### src/rtl/control_switch_debounce.sv
// Purpose: sync, debounce and edge-detect the EDSAC Control Switch buttons; stop beats start/resume.
// Latency: DEBOUNCE_CYCLES+2 clocks from a clean raw edge to level/pulse. No backpressure; pulses are fire-and-forget.
// Optional: define CTRL_AUTOREPEAT_EN to make a held single_ep repeat every REPEAT_CYCLES.
module control_switch_debounce #(
  parameter int N_BTN           = 5,
  parameter int DEBOUNCE_CYCLES = 2500,
  parameter int CNT_W           = 12,
  parameter int ACTIVE_LOW      = 0,
  parameter int REPEAT_CYCLES   = 50000
) (
  input  logic             clk,
  input  logic             rst_n,
  input  logic [N_BTN-1:0] btn_raw,
  output logic [N_BTN-1:0] btn_level,
  output logic [N_BTN-1:0] btn_pulse
);

  localparam int B_RESUME    = 0;
  localparam int B_SINGLE_EP = 1;
  localparam int B_START     = 2;
  localparam int B_STOP      = 3;

  localparam logic REL_LVL = (ACTIVE_LOW != 0);
  localparam logic [CNT_W-1:0] CNT_LAST = CNT_W'(DEBOUNCE_CYCLES - 1);
  localparam logic [CNT_W-1:0] CNT_EXIT = CNT_W'(DEBOUNCE_CYCLES - 2);

  typedef enum logic [1:0] {IDLE, PRESS_WAIT, PRESSED, RELEASE_WAIT} state_t;

  logic [N_BTN-1:0] sync1_q, sync2_q;
  logic [N_BTN-1:0] p;
  logic [N_BTN-1:0] raw_pulse;
  logic [N_BTN-1:0] arb_pulse;

  always_ff @(posedge clk or negedge rst_n) begin
    if (!rst_n) begin
      sync1_q <= {N_BTN{REL_LVL}};
      sync2_q <= {N_BTN{REL_LVL}};
    end else begin
      sync1_q <= btn_raw;
      sync2_q <= sync1_q;
    end
  end

  assign p = sync2_q ^ {N_BTN{REL_LVL}};

  for (genvar i = 0; i < N_BTN; i++) begin : g_btn
    state_t           state_q, state_d;
    logic [CNT_W-1:0] cnt_q, cnt_d;
    logic             lvl_q, lvl_d;
    logic             pls;
    logic             rpt_pls;

    always_ff @(posedge clk or negedge rst_n) begin
      if (!rst_n) begin
        state_q <= IDLE;
        cnt_q   <= '0;
        lvl_q   <= 1'b0;
      end else begin
        state_q <= state_d;
        cnt_q   <= cnt_d;
        lvl_q   <= lvl_d;
      end
    end

    // Leaving a wait state happens on the cycle the count would reach its last value,
    // so the accepted change lands exactly DEBOUNCE_CYCLES+2 edges after the raw edge.
    always_comb begin
      state_d = state_q;
      cnt_d   = cnt_q;
      lvl_d   = lvl_q;
      pls     = 1'b0;
      case (state_q)
        IDLE: begin
          if (p[i]) begin
            state_d = PRESS_WAIT;
            cnt_d   = '0;
          end
        end
        PRESS_WAIT: begin
          if (!p[i]) begin
            state_d = IDLE;
          end else if (cnt_q == CNT_EXIT) begin
            state_d = PRESSED;
            cnt_d   = CNT_LAST;
            lvl_d   = 1'b1;
            pls     = 1'b1;
          end else begin
            cnt_d = cnt_q + 1'b1;
          end
        end
        PRESSED: begin
          if (!p[i]) begin
            state_d = RELEASE_WAIT;
            cnt_d   = '0;
          end
        end
        RELEASE_WAIT: begin
          if (p[i]) begin
            state_d = PRESSED;
          end else if (cnt_q == CNT_EXIT) begin
            state_d = IDLE;
            cnt_d   = CNT_LAST;
            lvl_d   = 1'b0;
          end else begin
            cnt_d = cnt_q + 1'b1;
          end
        end
        default: state_d = IDLE;
      endcase
    end

`ifdef CTRL_AUTOREPEAT_EN
    if (i == B_SINGLE_EP) begin : g_rpt
      localparam int RPT_W = $clog2(REPEAT_CYCLES + 1);
      localparam logic [RPT_W-1:0] RPT_LAST = RPT_W'(REPEAT_CYCLES - 1);
      logic [RPT_W-1:0] rpt_q;
      logic             held;

      assign held = (state_q == PRESSED) && p[i];

      always_ff @(posedge clk or negedge rst_n) begin
        if (!rst_n) begin
          rpt_q <= '0;
        end else if (held) begin
          rpt_q <= (rpt_q == RPT_LAST) ? '0 : rpt_q + 1'b1;
        end else begin
          rpt_q <= '0;
        end
      end

      assign rpt_pls = held && (rpt_q == RPT_LAST);
    end else begin : g_norpt
      assign rpt_pls = 1'b0;
    end
`else
    assign rpt_pls = 1'b0;
`endif

    assign raw_pulse[i] = pls | rpt_pls;
    assign btn_level[i] = lvl_q;
  end

  // Stop wins over start/resume in the same cycle; levels are never touched.
  always_comb begin
    arb_pulse = raw_pulse;
    if (raw_pulse[B_STOP]) begin
      arb_pulse[B_START]  = 1'b0;
      arb_pulse[B_RESUME] = 1'b0;
    end
  end

  always_ff @(posedge clk or negedge rst_n) begin
    if (!rst_n) begin
      btn_pulse <= '0;
    end else begin
      btn_pulse <= arb_pulse;
    end
  end

endmodule

### config.mk
export PLATFORM = sky130hd
export DESIGN_NAME = control_switch_debounce
export DESIGN_NICKNAME = d
export VERILOG_FILES = /design/src/rtl/control_switch_debounce.sv
export SDC_FILE = /design/constraint.sdc
export NUM_CORES = 1
export LEC_CHECK = 0
export BUFFER_PORTS_ARGS = -buffer_cell sky130_fd_sc_hd__buf_2
export CORE_UTILIZATION = 56
export CTS_CLUSTER_DIAMETER = 100
export CTS_CLUSTER_SIZE = 8
export DETAILED_ROUTE_END_ITERATION = 12
export GPL_ROUTABILITY_DRIVEN = 0
export HOLD_SLACK_MARGIN = 0.03
export PLACE_DENSITY = 0.76
export SYNTH_ARGS = -nofsm -noshare
export SYNTH_HDL_FRONTEND = slang
export SYNTH_SLANG_ARGS = --single-unit
### constraint.sdc
create_clock -name clk -period 1.6 [get_ports clk]
set_input_delay 0.16 -clock clk [delete_from_list [all_inputs] [get_ports clk]]
set_output_delay 0.16 -clock clk [all_outputs]
set_load 0.01 [all_outputs]
==> out/qor.csv <==
metric;value;unit
vias;4267;
post-synthesis cell count;480;
Post-synth ARST share;100;%
synthesized area per cell;9.78;µm²
Clk Latency, worst-skew pair;0.37;ns
vias per inst;6.02;
part of the power in registers;51.2;%
HP Class;input pin to asynchronous set/reset pin;
internal power;0.00335;W
Worst Max-Slew Pin Slew;0.513;ns
die height;93.5;µm
nets@finish;616;
sequential fraction of the synthesis area;48.0;%
status;complete, but fails checks;
CP max stage cell;or4_4;
Startpoint Class;flop;
clock slew at reported path FFs;0.10;ns
Top-Level Pins;17;
Post-synth EDFFs;0;
Crit Path Class;flop to flop;
Die ar.;8750;µm²
Yosys cell types;58;
total CTS buffers;9;
Placed Area;5480;µm²
final wirelength;12000;µm
Critical Path AT;2.02;ns
Final Slew Violations;0;
Sw Pwr;0.00141;W
reg2reg end;g_btn[2].lvl_q$_DFFE_PN0P_;
synthesis-stage register bit count;90;
clock root buffer;clkbuf_8;
DRT iter0 DRCs;228;
Initial Util;57.4;%
static leakage;2.87;nW
clock group share of total power;32.1;%
die width;93.5;µm
drt pass-1 iters;5;
Final Cycle Share;110;%
Setup WS pre-CTS;-0.147;ns
detailed placement HPWL;7490;µm
Critical Path, Cell by Cell;or4_4 -> nor3_4 -> buf_6 -> a21bo_2 -> nand3_1;
violated checks;negative setup slack;
max_cap viols;0;
initial antenna violation count;0;
DRC viols;0;
Rel. slew slack;65.7;%
RSZ-0062 raised after global routing;yes;
top-area cell type share of the netlist area;48.0;%
CTS Sinks;90;
GRT Util Overall;27.5;%
Net Sw Frac;29.6;%
Critical Path RT;1.85;ns
worst r2r src;g_btn[2].cnt_q[2]$_DFFE_PN0P_;
Comb pwr share;16.7;%
core footprint;8180;µm²
ANT cells;0;
final hold viol count;0;
filler cell count;517;
yosys warns;0;
Storage cell area;2250;µm²
Top FF cell, synth;dfrtp_1;
synthesized area;4690;µm²
Util after Layout;77.6;%
buffer levels on the longest clock path;2;
VDD IR-drop max;0.614;mV
CTS H-Tree Depth;3;
Setup Skew;0.0179;ns
Worst Path Max Fanout;5;
setup violators final;29;
CP max stage delay;0.60;ns
post-route ant nets;0;
Syn-to-layout area delta;35.2;%
IO Port Bufs;16;
pwr dens;750;nW/µm²
layout cells sized above 1;37.4;%
Max Freq;566;MHz
top post-synthesis cells by area;dfrtp_1 48%, o21ai_0 4.2%, nand3_1 4.1%;
Final min period;1.77;ns
Final Cell Area;6350;µm²
largest area contributor in the netlist;dfrtp_1;
area of the multi-input gates;2700;µm²
CP Capture Type;flop;
pin count of the biggest net entering global routing;38;
first-pass GRT wire length;18900;µm
setup ws final;-0.168;ns
total gr overflow;0;
CTS tree;yes;
Avg WL per Cell;16.9;µm
worst reg-to-reg setup slack;-0.17;ns
Post-Syn Nets;497;
vias in the first global route;4100;
Tot Pwr;0.00476;W
site row count;33;
reg2reg path depth;5;
power groups by stage:
stage	Clock (W)	Sequential [W]	Combinational (W)
2_1_floorplan	0	0.00247	0.000276
3_3_place_gp	0	0.00246	0.000570
3_5_place_dp	0	0.00247	0.000595
4_1_cts	0.00154	0.00243	0.000670
5_1_grt	0.00163	0.00245	0.000867
6_report	0.00153	0.00244	0.000797
sequential cells by signal (all words and copies together), names as in the netlist, named ones only:
name,count
btn_pulse,5
g_btn.cnt_q,60
g_btn.lvl_q,5
g_btn.state_q,5
p,5
sync1_q,5
layout by cell type, fill, tap and decap left out, types with 14 or more instances in the layout:
cell     count
buf_4       91
dfrtp_1     89
nand2_1     42
nand3_1     30
nor2_1      26
o21ai_0     23
inv_1       18
buf_2       15
nand4_1     14
final cells by class:
cell class / count / share of cell area, %
Multi-Input combinational cell: 350 / 42.5
Sequential cell: 90 / 35.5
Timing Repair Buffer: 126 / 15.7
Tap cell: 105 / 2.07
Clock buffer: 9 / 1.95
Inverter: 22 / 1.30
Clock inverter: 7 / 1.04
logic make-up after synthesis:
kind of cell / synth area share [%]
adders and majority gates: 2.67
muxes: 3.63
xor gates and xnor gates: 4.27
AOI/OAI and AO/OA: 13.1
buffers and inverters: 3.73
and+or+nand+nor: 24.7
DFF: 48.0
worst max-delay path: cells and delay by family (launching register included):
family / cells / cell delay [ns]
simple gates: 3 / 0.97
flops: 1 / 0.43
buf+inv: 1 / 0.15
compound gates: 1 / 0.11
per-layer routing:
layer	track usage, %	wire length, µm	share of wire, %
met1	33.3	4910	41
met2	49.8	6260	52
met3	3.17	483	4.0
met4	10.5	318	2.7
met5	0	0	0
Yosys cell counts, types with 3 or more instances:
| cell | count |
|---|---|
| or3_2 | 3 |
| and3_1 | 9 |
| o21ai_0 | 39 |
| a21o_1 | 6 |
| or4_1 | 5 |
| buf_2 | 5 |
| nand4_1 | 14 |
| a22o_1 | 3 |
| or3_1 | 7 |
| mux2_2 | 8 |
| a221o_1 | 3 |
| nand2_1 | 43 |
| nor2_1 | 30 |
| buf_4 | 5 |
| and4_1 | 5 |
| ha_1 | 10 |
| clkbuf_1 | 8 |
| nor4bb_1 | 3 |
| and2_1 | 4 |
| nor4_1 | 8 |
| nor3b_1 | 5 |
| a21oi_1 | 20 |
| dfrtp_1 | 90 |
| a31oi_1 | 4 |
| nor4b_1 | 5 |
| o211ai_1 | 8 |
| nor3_1 | 9 |
| mux2i_1 | 8 |
| inv_1 | 22 |
| xor2_1 | 9 |
| nand3_1 | 38 |
| xnor2_1 | 12 |
how the worst max path moves through the flow:
| stage | startpoint | end | slack, ns | depth (start not counted) |
|---|---|---|---|---|
| after global placement | g_btn[4].cnt_q[0]$_DFFE_PN0P_ | g_btn[4].cnt_q[9]$_DFFE_PN0P_ | -0.08 | 6 |
| after global routing | g_btn[2].cnt_q[2]$_DFFE_PN0P_ | g_btn[2].lvl_q$_DFFE_PN0P_ | -0.22 | 5 |
| final | g_btn[2].cnt_q[2]$_DFFE_PN0P_ | g_btn[2].lvl_q$_DFFE_PN0P_ | -0.17 | 5 |
| after floorplan | g_btn[4].cnt_q[0]$_DFFE_PN0P_ | g_btn[4].cnt_q[10]$_DFFE_PN0P_ | -0.07 | 6 |
| after CTS | g_btn[2].cnt_q[4]$_DFFE_PN0P_ | g_btn[2].cnt_q[5]$_DFFE_PN0P_ | -0.1 | 4 |
| after detailed placement | g_btn[4].cnt_q[0]$_DFFE_PN0P_ | g_btn[4].lvl_q$_DFFE_PN0P_ | -0.15 | 7 |
through the flow:
step | hold slack [ns] | TNS (ns) | cells
floorplan | -0.136 | -0.459 | 480
global placement | 0.153 | -1.26 | 666
detailed placement | 0.159 | -3.85 | 666
CTS | 0.303 | -1.08 | 696
global route | 0.334 | -4.73 | 709
finish | 0.287 | -2.61 | 709
what timing repair did:
item,in CTS,in global routing
pin swaps,21,27
hold buffers,6,0
hold endpoints to repair,39,0
endpoints found under the setup margin,56,62
buffers inserted,10,14
resized for setup,45,70
Note: power is estimated with default switching activity, not from simulation.
